==> src/rtl/uart_rx.sv <==
// 8N1 serial receiver: synchronizes rx, finds the start edge, samples each bit
// at its midpoint and presents the byte with a one-cycle valid or framing_err.
//
// state | meaning
// IDLE  | line idle, watching for a falling edge on the synchronized input
// START | waiting half a bit, then confirming the start bit is still low
// DATA  | sampling 8 data bits, LSB first, one per bit period
// STOP  | sampling the stop bit; high delivers the byte, low flags framing error
module uart_rx #(
   parameter int CLKS_PER_BIT = 868
) (
   input  logic       clk,
   input  logic       clr_n,
   input  logic       rx,
   output logic [7:0] data,
   output logic       valid,
   output logic       busy,
   output logic       framing_err
);

   localparam int TW = $clog2(CLKS_PER_BIT) + 1;
   localparam logic [TW-1:0] T_FULL = TW'(CLKS_PER_BIT);
   localparam logic [TW-1:0] T_HALF = TW'(CLKS_PER_BIT / 2);
   localparam logic [TW-1:0] T_ONE  = TW'(1);

   typedef enum logic [1:0] {IDLE, START, DATA, STOP} state_t;

   state_t        state;
   logic          rx_meta;
   logic          rs;
   logic          rs_d;
   logic [TW-1:0] timer;
   logic [2:0]    bit_cnt;
   logic [7:0]    sreg;
   logic          tick;

   // Down-counter expires on the cycle it reads 1, so a load of N samples N cycles later.
   assign tick = (timer == T_ONE);

   always_ff @(posedge clk) begin
      if (!clr_n) begin
         state       <= IDLE;
         rx_meta     <= 1'b1;
         rs          <= 1'b1;
         rs_d        <= 1'b1;
         timer       <= '0;
         bit_cnt     <= '0;
         sreg        <= '0;
         data        <= '0;
         valid       <= 1'b0;
         busy        <= 1'b0;
         framing_err <= 1'b0;
      end else begin
         rx_meta     <= rx;
         rs          <= rx_meta;
         rs_d        <= rs;
         valid       <= 1'b0;
         framing_err <= 1'b0;
         if (state != IDLE && !tick)
            timer <= timer - T_ONE;
         case (state)
            IDLE: begin
               if (rs_d && !rs) begin
                  timer <= T_HALF;
                  state <= START;
                  busy  <= 1'b1;
               end
            end
            START: begin
               if (tick) begin
                  if (rs) begin
                     state <= IDLE;
                     busy  <= 1'b0;
                  end else begin
                     timer   <= T_FULL;
                     bit_cnt <= '0;
                     state   <= DATA;
                  end
               end
            end
            DATA: begin
               if (tick) begin
                  sreg    <= {rs, sreg[7:1]};
                  timer   <= T_FULL;
                  bit_cnt <= bit_cnt + 3'd1;
                  if (bit_cnt == 3'd7)
                     state <= STOP;
               end
            end
            STOP: begin
               if (tick) begin
                  if (rs) begin
                     data  <= sreg;
                     valid <= 1'b1;
                  end else begin
                     framing_err <= 1'b1;
                  end
                  state <= IDLE;
                  busy  <= 1'b0;
               end
            end
            default: state <= IDLE;
         endcase
      end
   end

endmodule

==> config.mk <==
export PLATFORM = sky130hd
export DESIGN_NAME = uart_rx
export DESIGN_NICKNAME = d
export VERILOG_FILES = /design/src/rtl/uart_rx.sv
export SDC_FILE = /design/constraint.sdc
export NUM_CORES = 1
export LEC_CHECK = 0
export ABC_CLOCK_PERIOD_IN_PS = 4800
export CORE_MARGIN = 2
export CORE_UTILIZATION = 45
export CTS_CLUSTER_SIZE = 24
export DETAILED_ROUTE_END_ITERATION = 12
export PLACE_DENSITY = 0.61
export SLEW_MARGIN = 20
export SYNTH_ARGS = -nofsm -noshare
export SYNTH_HDL_FRONTEND = slang
export SYNTH_SLANG_ARGS = --single-unit
==> constraint.sdc <==
create_clock -name clk -period 4.8 [get_ports clk]
set_input_delay 0.72 -clock clk [delete_from_list [all_inputs] [get_ports clk]]
set_output_delay 0.72 -clock clk [all_outputs]
set_load 0.05 [all_outputs]
Word level (Yosys, flattened, before mapping)
Index checks and enable logic that the tools add are counted.
- register bits after elaboration: 38
- logic and storage cells: 63
- add/sub/neg operators: 2
- eq/ne operators: 12
- multiplexer cells: 24
- reduce and logical (&&, ||, !) cells: 14
- operators with widths (kind ; count):
    11-bit two-way mux ; 5
    11-bit one-hot mux with 3 select lines ; 1
    2-bit inequality test, second input constant ; 7
    2-bit two-way mux ; 6
    11-bit by 1-bit == test with 1-bit output, second input constant ; 1
    11-bit by 1-bit subtractor with 11-bit output, second input constant ; 1
    5-bit AND reduction ; 2
    3-bit two-way mux ; 3
    2-bit one-hot mux with 4 select lines ; 1
    1-bit two-way mux ; 6
    3-bit one-hot mux with 2 select lines ; 1
    3-bit AND reduction ; 2
    2-bit == test, second input constant ; 2
    4-bit AND reduction ; 1
    2-bit nonzero test ; 2
    3-bit by 1-bit adder with 3-bit output, second input constant ; 1
    3-bit == test, second input constant ; 1
    1-bit one-hot mux with 3 select lines ; 1
    3-bit nonzero test ; 1
    2-bit by 1-bit == test with 1-bit output, second input constant ; 1
    1-bit logical AND ; 2
    1-bit logical NOT ; 2
    2-bit logical NOT ; 1
    2-bit AND reduction ; 1

Longest topological paths before layout
- depth in word-level cells: 7
- depth in mapped cells: 8

Least setup slack after synthesis
OpenSTA, ideal clock, no wires.
- path kind: register to register
- start point: register timer[0]
- end point: register sreg[0]
- setup time: 0.116 ns
- data arrival time: 1.971 ns
- data required time: 4.684 ns
- slack: 2.713 ns
- stages on the path, launching flop included: 8
- buffers on the path: 2
- path through: dfxtp_1 -> ha_1 -> or4b_4 -> buf_6 -> or4_4 -> buf_6 -> mux2i_1 -> nor2b_1
- cells in the longest elaborated chain, start to end: 2
- RTL lines (item ; line ; text):
    start: declaration ; 32 ; logic [TW-1:0] timer;
    start signal: assignment ; 60 ; timer <= timer - T_ONE;
    11-bit by 1-bit == test with 1-bit output ; 38 ; assign tick = (timer == T_ONE);
    2-bit AND reduction (no line) ; n/a ;
    end signal: assignment ; 83 ; sreg <= {rs, sreg[7:1]};
    end: declaration ; 34 ; logic [7:0] sreg;
Every way passes these cells.
A chain may end at the register's enable or synchronous reset.

Worst setup path after layout
- start point: register timer[0]
- end point: register timer[1]
- cells in the longest elaborated chain, start to end: 7
- elaborated cells between the ends (all ways): 10
- those cells by class: add/sub: 1; eq/ne: 1; mux: 6; reduce/logical: 2
- RTL lines (item ; line ; text):
    parallel branches: the longest is 6 deep, another holds 11-bit by 1-bit subtractor with 11-bit output ; n/a ;
    11-bit one-hot mux with 3 select lines (*) ; 61 ; case (state)
Every way passes the cells marked *.

==> metrics.cfg <==
[clocking]
clkSinkCount = 38
cts_htree_levels = 2
clkLatencyLatePin_ns = 0.28
cts.reportedPaths.clkPinSlew_ns = 0.07
cts_tree = yes
num_cts_buffers = 5
ctsResizeCount = 0
buffer_depth_of_the_longest_clock_path = 2
number_of_post_cts_setup_repair_buffers = 0
cts_root_buf = sky130_fd_sc_hd__clkbuf_8
post_cts_hold_buffer_count = 0

[sta]
tightest_slew_ns = 0.870
setup_viol = 0
whs_ns = 0.407
finalCritPeriodShare = 0.464
max-slew-margin-rel = 0.412
final_hold_viol_count = 0
finalCriticalPeriod_ns = 2.23
unrepaired_setup_endpoints_after_global_routing = false
final-max-slew-violation-count = 0
setup_tns_ns = 0
final.setup_skew_ns = 0.00527
timing.fmax_mhz = 449

[drt]
drc = 0
antenna_violating_nets_post_route = 0
routedWlPerCell_um = 13.3
drt_pass1_iterations = 4
first_iter_violations = 78
vias_per_cell = 5.51
vias = 1373
detailed_route_wire_length_um = 3310

[power]
share_seq_of_total_power = 0.536
p_comb_frac = 0.110
peakVddDrop_uv = 190
total_power_per_unit_cell_area_mw_per_mm2 = 319
static-leakage-power_nw = 0.736
switching_fraction = 0.254
share_clk_of_total_power = 0.355
netSwitchingPower_mw = 0.160
power.internal_mw = 0.468

[layout]
n_antenna_cell = 0
final_layout_size_suffix_gt1_frac = 0.0995
total_number_of_nets_in_the_final_design = 207
synthToLayoutAreaGrowth_pct = 13.4

[synth]
seq_area_frac_synth = 0.439
postSynth.asyncResetShare = 0
ys_ff_latch = 38
synthesis.nets = 197
synth-edff-count = 0
syn_area_mm2 = 0.00173
ys_types = 47
postSynthAreaPerCell_um2 = 9.12
ys.flop_type = sky130_fd_sc_hd__dfxtp_1
synthCells = 190
synth_warnings = 0

[run_status]
outcome = finished, final reports clean

[floorplan]
die-height_um = 66.1
core_area_mm2 = 0.00369
dieArea_mm2 = 0.00436
top_level_ports = 14
row_count = 22
die_width_um = 66.1
initial_utilization = 0.470

[grt]
first_global_vias = 1226
grt-ovfl-total = 0
antenna_found_initial = 0
grt_pass1_wl_um = 5550
grt_start_max_net_pins = 49
global_route.usage.total = 0.167

[worst_setup_path]
rrSetupSlack_ns = 2.57
critical_path_arrival_ns = 2.39
crit_required_ns = 4.96
startpoint_type = flip-flop
path_class = flip-flop to flip-flop
critPathCaptureType = flip-flop
crit_path_max_fanout = 7

[place]
place.detailed.hpwl_um = 2280
io_buffers = 13
routabilityCongestion = 0.934

[job]
max_cap_viol_count = 0

[min_path]
min-delay-path-class = flip-flop to flip-flop

[cell usage after synthesis, drive strengths merged (2+ instances only)]
cell | number | share of area
inv | 3 | 0.0065
o21ai | 15 | 0.043
or2 | 4 | 0.014
clkbuf | 8 | 0.017
nor2 | 5 | 0.011
a211oi | 2 | 0.0087
nor2b | 10 | 0.036
nor4 | 3 | 0.019
o21a | 2 | 0.0087
nand4 | 4 | 0.014
a2111oi | 2 | 0.021
or4b | 2 | 0.014
and3 | 2 | 0.0072
or4 | 3 | 0.015
nand2 | 21 | 0.045
a21oi | 7 | 0.020
nor3 | 2 | 0.0058
nand2b | 6 | 0.022
o22ai | 3 | 0.011
mux2i | 8 | 0.046
dfxtp | 38 | 0.44
buf | 3 | 0.016
nand3 | 15 | 0.043
ha | 4 | 0.029
or3b | 2 | 0.010
[logic make-up (layout without fill, tap and decap cells)]
logic type | after synthesis | in the layout | synth area share
DFF | 38 | 38 | 0.439
AOI/OAI and AO/OA | 39 | 39 | 0.152
buffers and inverters | 14 | 25 | 0.0397
adders and majority gates | 4 | 4 | 0.0289
and+or+nand+nor | 85 | 85 | 0.284
xor gates and xnor gates | 2 | 2 | 0.0101
muxes | 8 | 8 | 0.0462
[registers in the layout, summed over array words and instances, names as in the netlist, named ones only]
register / cells
busy: 1
framing_err: 1
bit_cnt: 3
data: 8
rs_d: 1
sreg: 8
rs: 1
state: 1
valid: 1
rx_meta: 1
timer: 11
[per-stage QoR]
stage                     power [mW]  instance area (um^2)  worst slack, ns  cells   util
after floorplan                0.396                  1730             2.71    190      -
after global placement         0.410                  1870             2.61    241  0.508
final                          0.627                  1960             2.57    249  0.533
after detailed placement       0.411                  1870             2.58    241  0.508
after CTS                      0.632                  1960             2.60    249  0.533
after global routing           0.655                  1960             2.41    249  0.533
[layout by cell type (no fill, tap or decap), types with 7 or more instances in the layout]
cell type / instances
sky130_fd_sc_hd__a21oi_1: 7
sky130_fd_sc_hd__clkdlybuf4s50_1: 13
sky130_fd_sc_hd__dfxtp_1: 38
sky130_fd_sc_hd__mux2i_1: 8
sky130_fd_sc_hd__nand2_1: 21
sky130_fd_sc_hd__nand3_1: 15
sky130_fd_sc_hd__nor2b_1: 10
sky130_fd_sc_hd__o21ai_0: 8
sky130_fd_sc_hd__o21ai_1: 7
[worst paths after layout]
| kind | to | from | cells past startpoint |
|---|---|---|---|
| setup / recovery | timer[1] | timer[0] | 5 |
| setup reg to reg | timer[1] | timer[0] | 5 |
| hold / removal | rs | rx_meta | 1 |
| hold reg to reg | rs | rx_meta | 1 |
[worst max-delay path, cell delays in order (launching register included)]
cell,delay [ns]
sky130_fd_sc_hd__dfxtp_1,0.40
sky130_fd_sc_hd__ha_1,0.21
sky130_fd_sc_hd__nor4b_1,0.72
sky130_fd_sc_hd__nand3_1,0.41
sky130_fd_sc_hd__a211oi_1,0.30
sky130_fd_sc_hd__a311oi_1,0.07
[power by group through the flow]
stage                     clock, mW  sequential (mW)  combinational [mW]
after CTS                     0.228            0.335              0.0687
after floorplan                   0            0.343              0.0529
after detailed placement          0            0.343              0.0683
final                         0.222            0.336              0.0688
after global routing          0.241            0.337              0.0765
after global placement            0            0.342              0.0677
[routing by layer]
layer  vias up  share of wire  global-route usage
met5         -              0                   0
met4         0          0.012              0.0612
met3         5          0.035              0.0409
met2        22           0.43               0.253
met1       643           0.53               0.230
li1        703              -                   -
[final cells by class]
cell class              count  area [um^2]
clock buffers               7         86.3
flip-flops and latches     38          761
clock inverters             1         5.00
multi-input cells         138          903
inverters                   3         11.3
repair buffers             14          138
well taps                  48         60.1
fillers                   357         1720
(Power assumes the default switching activity.)
